$ cat src/rtl/uart_rx_fifo.sv
// UART receiver with 3-point majority sampling, parity/stop checking, break
// detection and a valid/ready output FIFO carrying per-frame error flags.
module uart_rx_fifo #(
  parameter int CLK_DIV     = 1250,
  parameter int DATA_BITS   = 8,
  parameter int PARITY_TYPE = 0,
  parameter int STOP_BITS   = 1,
  parameter int FIFO_DEPTH  = 4
) (
  input  logic                          clk,
  input  logic                          rst_n,
  input  logic                          rx,
  output logic [DATA_BITS-1:0]          m_data,
  output logic                          m_parity_err,
  output logic                          m_frame_err,
  output logic                          m_valid,
  input  logic                          m_ready,
  output logic [$clog2(FIFO_DEPTH):0]   fifo_count,
  output logic                          overrun,
  input  logic                          ovr_clr,
  output logic                          break_det,
  output logic                          busy
);

  localparam int CW = $clog2(CLK_DIV);
  localparam int H  = CLK_DIV / 2;
  localparam logic [CW-1:0] C_HM1  = CW'(H - 1);
  localparam logic [CW-1:0] C_H    = CW'(H);
  localparam logic [CW-1:0] C_HP1  = CW'(H + 1);
  localparam logic [CW-1:0] C_LAST = CW'(CLK_DIV - 1);
  localparam int IW = $clog2(DATA_BITS);
  localparam logic [IW-1:0] I_DLAST = IW'(DATA_BITS - 1);
  localparam logic [IW-1:0] I_SLAST = IW'(STOP_BITS - 1);
  localparam int AW = $clog2(FIFO_DEPTH);
  localparam logic [AW:0] DEPTH_C = (AW + 1)'(FIFO_DEPTH);

  typedef enum logic [2:0] {S_IDLE, S_START, S_DATA, S_PARITY, S_STOP, S_BREAK} state_t;

  function automatic logic maj3(input logic a, input logic b, input logic c);
    return (a & b) | (a & c) | (b & c);
  endfunction

  function automatic logic par_err_f(input logic s, input logic [DATA_BITS-1:0] d);
    if (PARITY_TYPE == 1) return s != (^d);
    else                  return s == (^d);
  endfunction

  logic                   rx_p0, rx_p1, rx_s;
  state_t                 state;
  logic [CW-1:0]          cnt;
  logic [IW-1:0]          idx;
  logic                   perr, ferr, par_bit;
  logic                   smp0, smp1;
  logic [DATA_BITS-1:0]   data_sr;
  logic                   bit_v, at_mid, at_end;
  logic                   frame_done, is_brk;
  logic [DATA_BITS+1:0]   frame_word;
  logic [DATA_BITS+1:0]   mem [FIFO_DEPTH];
  logic [AW-1:0]          wr_ptr, rd_ptr;
  logic [AW:0]            count;
  logic                   full, pop, wr_en;

  // Stage p0/p1: two-flop synchroniser, idle-high out of reset
  always_ff @(posedge clk) begin
    if (!rst_n) begin
      rx_p0 <= 1'b1;
      rx_p1 <= 1'b1;
    end else begin
      rx_p0 <= rx;
      rx_p1 <= rx_p0;
    end
  end
  assign rx_s = rx_p1;

  assign at_mid     = (cnt == C_HP1);
  assign at_end     = (cnt == C_LAST);
  assign bit_v      = maj3(smp0, smp1, rx_s);
  assign frame_done = (state == S_STOP) && at_mid && (idx == I_SLAST);
  assign is_brk     = (data_sr == '0) && (PARITY_TYPE == 0 || !par_bit) && !bit_v;
  assign frame_word = {ferr | ~bit_v, perr, data_sr};

  // Bit-level datapath: the two early samples plus the assembled character
  always_ff @(posedge clk) begin
    if (cnt == C_HM1) smp0 <= rx_s;
    if (cnt == C_H)   smp1 <= rx_s;
    if (state == S_DATA && at_mid) data_sr[idx] <= bit_v;
  end

  always_ff @(posedge clk) begin
    if (!rst_n) begin
      state     <= S_IDLE;
      cnt       <= '0;
      idx       <= '0;
      perr      <= 1'b0;
      ferr      <= 1'b0;
      par_bit   <= 1'b0;
      break_det <= 1'b0;
    end else begin
      break_det <= frame_done && is_brk;
      case (state)
        S_IDLE: begin
          cnt <= '0;
          if (!rx_s) begin
            state <= S_START;
            cnt   <= CW'(1);
            perr  <= 1'b0;
            ferr  <= 1'b0;
          end
        end
        S_START: begin
          if (at_mid && bit_v) begin
            state <= S_IDLE;
            cnt   <= '0;
          end else if (at_end) begin
            state <= S_DATA;
            cnt   <= '0;
            idx   <= '0;
          end else begin
            cnt <= cnt + CW'(1);
          end
        end
        S_DATA: begin
          if (at_end) begin
            cnt <= '0;
            if (idx == I_DLAST) begin
              idx   <= '0;
              state <= (PARITY_TYPE != 0) ? S_PARITY : S_STOP;
            end else begin
              idx <= idx + IW'(1);
            end
          end else begin
            cnt <= cnt + CW'(1);
          end
        end
        S_PARITY: begin
          if (at_mid) begin
            par_bit <= bit_v;
            perr    <= par_err_f(bit_v, data_sr);
          end
          if (at_end) begin
            state <= S_STOP;
            cnt   <= '0;
            idx   <= '0;
          end else begin
            cnt <= cnt + CW'(1);
          end
        end
        S_STOP: begin
          // Leave right after the last stop sample to resync on back-to-back frames
          if (frame_done) begin
            state <= is_brk ? S_BREAK : S_IDLE;
            cnt   <= '0;
          end else if (at_end) begin
            cnt <= '0;
            idx <= idx + IW'(1);
          end else begin
            if (at_mid) ferr <= ferr | ~bit_v;
            cnt <= cnt + CW'(1);
          end
        end
        S_BREAK: begin
          cnt <= '0;
          if (rx_s) state <= S_IDLE;
        end
        default: begin
          state <= S_IDLE;
          cnt   <= '0;
        end
      endcase
    end
  end

  assign busy = (state != S_IDLE);

  // Output FIFO
  assign full  = (count == DEPTH_C);
  assign pop   = m_valid && m_ready;
  assign wr_en = frame_done && (!full || pop);

  always_ff @(posedge clk) begin
    if (!rst_n) begin
      wr_ptr  <= '0;
      rd_ptr  <= '0;
      count   <= '0;
      overrun <= 1'b0;
      for (int i = 0; i < FIFO_DEPTH; i++) mem[i] <= '0;
    end else begin
      if (wr_en) begin
        mem[wr_ptr] <= frame_word;
        wr_ptr      <= wr_ptr + AW'(1);
      end
      if (pop) rd_ptr <= rd_ptr + AW'(1);
      if (wr_en && !pop)      count <= count + (AW + 1)'(1);
      else if (!wr_en && pop) count <= count - (AW + 1)'(1);
      if (frame_done && full && !pop) overrun <= 1'b1;
      else if (ovr_clr)               overrun <= 1'b0;
    end
  end

  assign {m_frame_err, m_parity_err, m_data} = mem[rd_ptr];
  assign m_valid    = (count != '0);
  assign fifo_count = count;

endmodule

$ cat config.mk
export PLATFORM = sky130hd
export DESIGN_NAME = uart_rx_fifo
export DESIGN_NICKNAME = d
export VERILOG_FILES = /design/src/rtl/uart_rx_fifo.sv
export SDC_FILE = /design/constraint.sdc
export NUM_CORES = 1
export LEC_CHECK = 0
export CAP_MARGIN = 15
export CORE_UTILIZATION = 65
export CTS_BUF_LIST = sky130_fd_sc_hd__clkbuf_4 sky130_fd_sc_hd__clkbuf_8
export DETAILED_ROUTE_END_ITERATION = 8
export PLACE_DENSITY = 0.86
export SYNTH_ARGS = -nofsm -noshare
export SYNTH_HDL_FRONTEND = slang
export SYNTH_SLANG_ARGS = --single-unit
export TNS_END_PERCENT = 10
$ cat constraint.sdc
create_clock -name clk -period 4.3 [get_ports clk]
set_input_delay 1.075 -clock clk [delete_from_list [all_inputs] [get_ports clk]]
set_output_delay 1.075 -clock clk [all_outputs]
set_load 0.02 [all_outputs]
==> results.json, run 1 <==
{
  "synth_top_area_share_pct": 36.4,
  "cts_resized": 0,
  "drcViolationCount": 0,
  "synth_top_family_by_area": "simple AND/OR/NAND/NOR gates",
  "cp_data_arrival_time_ns": 2.33,
  "hold_start": "rx_p0",
  "finalHoldViolCount": 0,
  "cp.depth": 2,
  "synth_area_leaders": "edfxtp_1, dfxtp_1, mux4_2",
  "drv_cap": 0,
  "whs_path_depth": 1,
  "cp_max_fo": 10,
  "mostFrequentLayoutCells": "edfxtp_1, dfxtp_1, nor2_1",
  "synth-compound-area-share_pct": 4.85,
  "core_um2": 6030,
  "switching_power_uw": 380,
  "synth_area_um2": 4130,
  "io_buffer_count": 21,
  "cts.path.max_buffers": 2,
  "end_kind": "output port",
  "postCtsHoldBufs": 0,
  "yosys_warnings": 0,
  "yosys.area_share.adder_pct": 4.37,
  "drv_slew": 0,
  "setup_viol": 0,
  "async_flop_share_pct": 0,
  "syn_nets": 359,
  "drt_iter0_drc": 210,
  "reg2reg_depth": 9,
  "routedWlPerCell_um": 17.4,
  "p_leak_nw": 1.46,
  "clk_pin_slew_ns": 0.08,
  "nets": 377,
  "first_pass_iters": 5,
  "power_mw": 1.52,
  "skew_ns": 0.00901,
  "criticalPathCategory": "reg2out",
  "synthMuxAreaShare_pct": 6.19,
  "r2r_slack_ns": 1.31,
  "p_int_mw": 1.14,
  "synth.yosys.seq_area_share_pct": 51.9,
  "r2r-end": "fifo_count[2]",
  "die_x_um": 81.7,
  "antenna_found_initial": 0,
  "vdd_drop_max_mv": 0.205,
  "max_slew_margin_pct": 34.0,
  "status": "finished, final reports clean",
  "wl_met1_mm": 3.02,
  "highest_layer": "met4",
  "die-height_um": 81.7,
  "num_rows": 28,
  "critPathRequiredTime_ns": 3.22,
  "r2r-start": "state[2]",
  "tightest_slew_ns": 0.984,
  "htreeDepth": 3,
  "initial_core_util_pct": 68.5,
  "cts_buffers": 9,
  "layout_worst_path_cycle_share_pct": 79.1,
  "synth_xor_area_share_pct": 4.03,
  "dr_total_vias": 2618,
  "grt_overflow": 0,
  "synth_edf_count": 50,
  "seqPwrFrac_pct": 58.5,
  "dp_hpwl_mm": 5.29,
  "grt_max_degree": 41,
  "path_cells": "mux4_2, clkdlybuf4s50_1",
  "slowest_stage": "dfxtp_1",
  "syn_inst": 341,
  "filler_cell_count": 400,
  "power_density_nw_per_um2": 335,
  "synth.avg_cell_area_um2": 12.1,
  "crit_family": "flip-flops",
  "synthSimpleGateAreaFrac_pct": 24.5,
  "postRouteAntennaNets": 0,
  "hold_path_class": "reg2reg",
  "tns_ns": 0,
  "synth_top_area_cell": "edfxtp_1",
  "postCtsSetupRepairBufs": 0,
  "swShare_pct": 25.0,
  "start_kind": "flip-flop",
  "ys_seq_elements": 82,
  "final_common_cell": "edfxtp_1",
  "routabilityCongestion": 0.803,
  "max_freq_mhz": 294,
  "critPathBufInv": 1,
  "final_layout_size_suffix_gt1_share_pct": 19.0,
  "hold_path_end": "rx_p1",
  "ys.flop_type": "edfxtp_1",
  "synth.distinct_cells": 57,
  "vias_per_cell": 5.96,
  "drt-total-wl_mm": 7.63,
  "max_stage_delay_ns": 0.80,
  "comb_power_share_pct": 9.3,
  "rsz0062_at_grt": "no",
  "final_util_pct": 75.3,
  "die_area_um2": 6670,
  "area_growth_pct": 10.0,
  "ioPinCount": 22,
  "wl_met2_mm": 4.11,
  "antenna_cells": 0,
  "fin_area_um2": 4540,
  "min_period_ns": 3.40,
  "cts_sinks": 82,
  "clock_latency_ns": 0.36,
  "grt_pass1_vias": 2657,
  "placed_area_um2": 4370,
  "wl_met3_um": 315,
  "grt_pass1_wl_mm": 12.7,
  "cts_root_buffer": "clkbuf_8",
  "clock_power_share_pct": 32.2,
  "track_usage_pct": 26.3,
  "tritoncts": "built"
}
==> power by group through the flow <==
stage	logic [mW]	registers (mW)	clock network (mW)
2_1_floorplan	0.117	0.885	0
3_3_place_gp	0.136	0.905	0
3_5_place_dp	0.141	0.908	0
4_1_cts	0.142	0.889	0.496
5_1_grt	0.157	0.894	0.525
6_report	0.142	0.890	0.489
==> sequential cells by signal, summed over array words and instances (netlist names), 2 cells and up, named ones only <==
signal / cells
state: 3
mem: 40
data_sr: 8
wr_ptr: 2
fifo_count: 3
cnt: 11
rd_ptr: 2
idx: 3
==> metrics by stage <==
step                hold slack (ns)  std cells  worst slack, ns
floorplan                     0.386        341             1.50
global placement              0.399        423            0.892
detailed placement            0.406        423            0.742
CTS                           0.429        439            0.839
global route                  0.445        439            0.787
finish                        0.421        439            0.897
==> layer usage <==
layer / track usage (%) / up-vias
met5: 0 / -
met4: 12.8 / 0
met3: 5.67 / 16
li1: - / 1284
met2: 46.0 / 65
met1: 30.5 / 1253
==> cell usage after synthesis (all sizes together), types with 3 or more instances <==
| library cell | instances |
|---|---|
| nor2 | 31 |
| a21boi | 3 |
| xnor2 | 12 |
| nor4 | 16 |
| clkbuf | 11 |
| dfxtp | 32 |
| nand4bb | 3 |
| and3 | 5 |
| nand2b | 7 |
| or3 | 7 |
| nor2b | 7 |
| a21oi | 6 |
| o21ai | 11 |
| mux4 | 10 |
| nor3 | 25 |
| edfxtp | 50 |
| nand3 | 6 |
| mux2i | 3 |
| xor2 | 7 |
| buf | 8 |
| nand2 | 11 |
| inv | 19 |
| ha | 12 |
| nand4 | 4 |
| and2 | 9 |
==> cells by family (layout without fill, tap and decap cells) <==
logic type                 after synthesis  after routing
muxes                                   13             13
and+or+nand+nor                        144            144
AOI/OAI and AO/OA                       31             31
adders and majority gates               14             14
xor gates and xnor gates                19             19
buffers and inverters                   38             61
DFF                                     82             82
==> worst max-delay path by stage <==
stage | slack (ns) | to
global route | 0.79 | m_data[5]
finish | 0.90 | m_data[3]
global placement | 0.89 | fifo_count[2]
detailed placement | 0.74 | fifo_count[2]
floorplan | 1.50 | fifo_count[2]
CTS | 0.84 | m_data[5]
==> layout make-up <==
type / instances / area, µm² / share of cell area (%)
Sequential cell: 82 / 2140 / 47.2
Timing Repair Buffer: 26 / 248 / 5.46
Clock inverter: 5 / 31.3 / 0.689
Tap cell: 75 / 93.8 / 2.07
Inverter: 19 / 71.3 / 1.57
Multi-Input combinational cell: 221 / 1810 / 40.0
Clock buffer: 11 / 139 / 3.06
Note: power is estimated with default switching activity, not from simulation.
==> run 2, diff against run 1 <==
--- a/config.mk
+++ b/config.mk
@@ -6,10 +6,10 @@
 export NUM_CORES = 1
 export LEC_CHECK = 0
 export CAP_MARGIN = 15
-export CORE_UTILIZATION = 65
+export CORE_UTILIZATION = 62
 export CTS_BUF_LIST = sky130_fd_sc_hd__clkbuf_4 sky130_fd_sc_hd__clkbuf_8
 export DETAILED_ROUTE_END_ITERATION = 8
-export PLACE_DENSITY = 0.86
+export PLACE_DENSITY = 0.82
 export SYNTH_ARGS = -nofsm -noshare
 export SYNTH_HDL_FRONTEND = slang
 export SYNTH_SLANG_ARGS = --single-unit
==> constraint.sdc (replaced) <==
create_clock -name clk -period 3.2 [get_ports clk]
set_input_delay 0.8 -clock clk [delete_from_list [all_inputs] [get_ports clk]]
set_output_delay 0.8 -clock clk [all_outputs]
set_load 0.02 [all_outputs]
==> run 2 against run 1 <==
Worst setup slack worse by 0.49 ns. Die area grew 4.7%. Clock power rose by 56%. First-iteration DRC count fell by 6.7%. Worst hold slack better by 0.0012 ns. Critical path type unchanged. Non-clock buffer count rose by 14. Largest cell class unchanged. Power is 42% higher. Cell area rose by 3.3%. Utilization is 1.9 points lower. Routed wire length shrank 3.6%. Highest routed layer unchanged. Flip-flop and latch count did not move. Cell count grew 3.6%.
==> results.json, run 2 (synthesis gave the netlist of run 1 again) <==
{
  "die-height_um": 83.6,
  "max_stage_delay_ns": 0.56,
  "end_kind": "output port",
  "core_um2": 6390,
  "rsz0062_at_grt": "no",
  "start_kind": "flip-flop",
  "finalHoldViolCount": 0,
  "top_regs": "mem: 40 flops, cnt: 11 flops, data_sr: 8 flops",
  "die_x_um": 83.6,
  "drcViolationCount": 0,
  "num_rows": 29,
  "hold_start": "rx_p0",
  "skew_ns": 0.00777,
  "max_slew_margin_pct": 50.2,
  "criticalPathCategory": "reg2out",
  "postRouteAntennaNets": 0,
  "first_pass_iters": 4,
  "largest_reg_flops": 40,
  "antenna_cells": 0,
  "drv_slew": 0,
  "die_area_um2": 6980,
  "hold_path_class": "reg2reg",
  "tightest_slew_ns": 0.746,
  "grt_max_degree": 41,
  "whs_path_depth": 1,
  "path_cells": "buf_4, mux4_2, clkdlybuf4s50_1",
  "final_layout_size_suffix_gt1_share_pct": 21.7,
  "tritoncts": "built",
  "postCtsHoldBufs": 0,
  "slowest_stage": "clkdlybuf4s50_1",
  "nets": 391,
  "dp_hpwl_mm": 5.23,
  "fin_area_um2": 4690,
  "cts.path.max_buffers": 2,
  "cts_sinks": 82,
  "placed_cells": 439,
  "postCtsSetupRepairBufs": 0,
  "grt_pass1_vias": 2657,
  "final_common_cell": "edfxtp_1",
  "ioPinCount": 22,
  "cp_data_arrival_time_ns": 2.00,
  "cts_resized": 0,
  "regMostFlops": "mem",
  "critPathRequiredTime_ns": 2.40,
  "power_density_nw_per_um2": 461,
  "layout_worst_path_cycle_share_pct": 87.4,
  "drt-total-wl_mm": 7.36,
  "dr_total_vias": 2627,
  "routabilityCongestion": 0.892,
  "vias_per_cell": 5.77,
  "max_freq_mhz": 357,
  "clock_latency_ns": 0.36,
  "p_leak_nw": 1.55,
  "setup_viol": 0,
  "min_period_ns": 2.80,
  "mostFrequentLayoutCells": "edfxtp_1, dfxtp_1, nor2_1",
  "routedWlPerCell_um": 16.2,
  "placed_area_um2": 4490,
  "grt_overflow": 0,
  "drt_iter0_drc": 196,
  "area_growth_pct": 13.7,
  "initial_core_util_pct": 64.6,
  "status": "finished, final reports clean",
  "grt_pass1_wl_mm": 12.6,
  "cp_max_fo": 10,
  "antenna_found_initial": 0,
  "finalNonFillerCells": 455,
  "drv_cap": 0,
  "clk_pin_slew_ns": 0.09,
  "tns_ns": 0,
  "vdd_drop_max_mv": 0.369,
  "htreeDepth": 3,
  "track_usage_pct": 22.9,
  "io_buffer_count": 21,
  "cts_buffers": 9,
  "r2r-start": "state[1]",
  "cts_root_buffer": "clkbuf_8",
  "reg2reg_depth": 9
}
==> run 2: cell count changes in the layout (fill, tap and decap cells not counted), sizes merged <==
cell / previous run / this run
clkbuf: 11 / 9
buf: 5 / 19
inv: 19 / 21
clkinv: 3 / 2
bufinv: 0 / 1
==> run 2: critical path, delay by kind of cell (launching register included) <==
kind	cells	cell delay, ns
flops	1	0.31
mux	1	0.54
buf+inv	2	0.78
==> run 2: where the power goes <==
| part | internal [mW] | switching (mW) |
|---|---|---|
| Clock | 0.367 | 0.395 |
| Combinational | 0.0983 | 0.127 |
| Sequential | 1.15 | 0.0222 |
| Total | 1.62 | 0.545 |
==> run 2: metrics by stage <==
stage          hold WS [ns]  util [%]  setup slack [ns]  power, mW
3_3_place_gp          0.399      70.3             0.161       1.42
5_1_grt               0.436      73.5             0.263       2.24
3_5_place_dp          0.406      70.3            0.0796       1.42
6_report              0.422      73.5             0.402       2.16
2_1_floorplan         0.386         -             0.674       1.35
4_1_cts               0.427      73.5             0.371       2.17
==> run 2: area by class of cell <==
class,count,area (µm²)
clock buffers,9,124
clock inverters,7,77.6
fillers,407,1700
inverters,19,71.3
multi-input cells,221,1810
flip-flops and latches,82,2140
well taps,77,96.3
repair buffers,40,365
==> run 2: final timing paths <==
check	end	slack [ns]
hold / removal	rx_p1	0.42
setup reg to reg	fifo_count[2]	0.58
setup / recovery	m_data[0]	0.40
hold reg to reg	rx_p1	0.42
==> run 2: layer usage <==
layer / vias up / track usage [%] / wire [µm]
met5: - / 0 / 0
met4: 0 / 10.2 / 123
met3: 11 / 3.76 / 266
met2: 50 / 41.5 / 3900
met1: 1256 / 26.6 / 3070
li1: 1310 / - / -
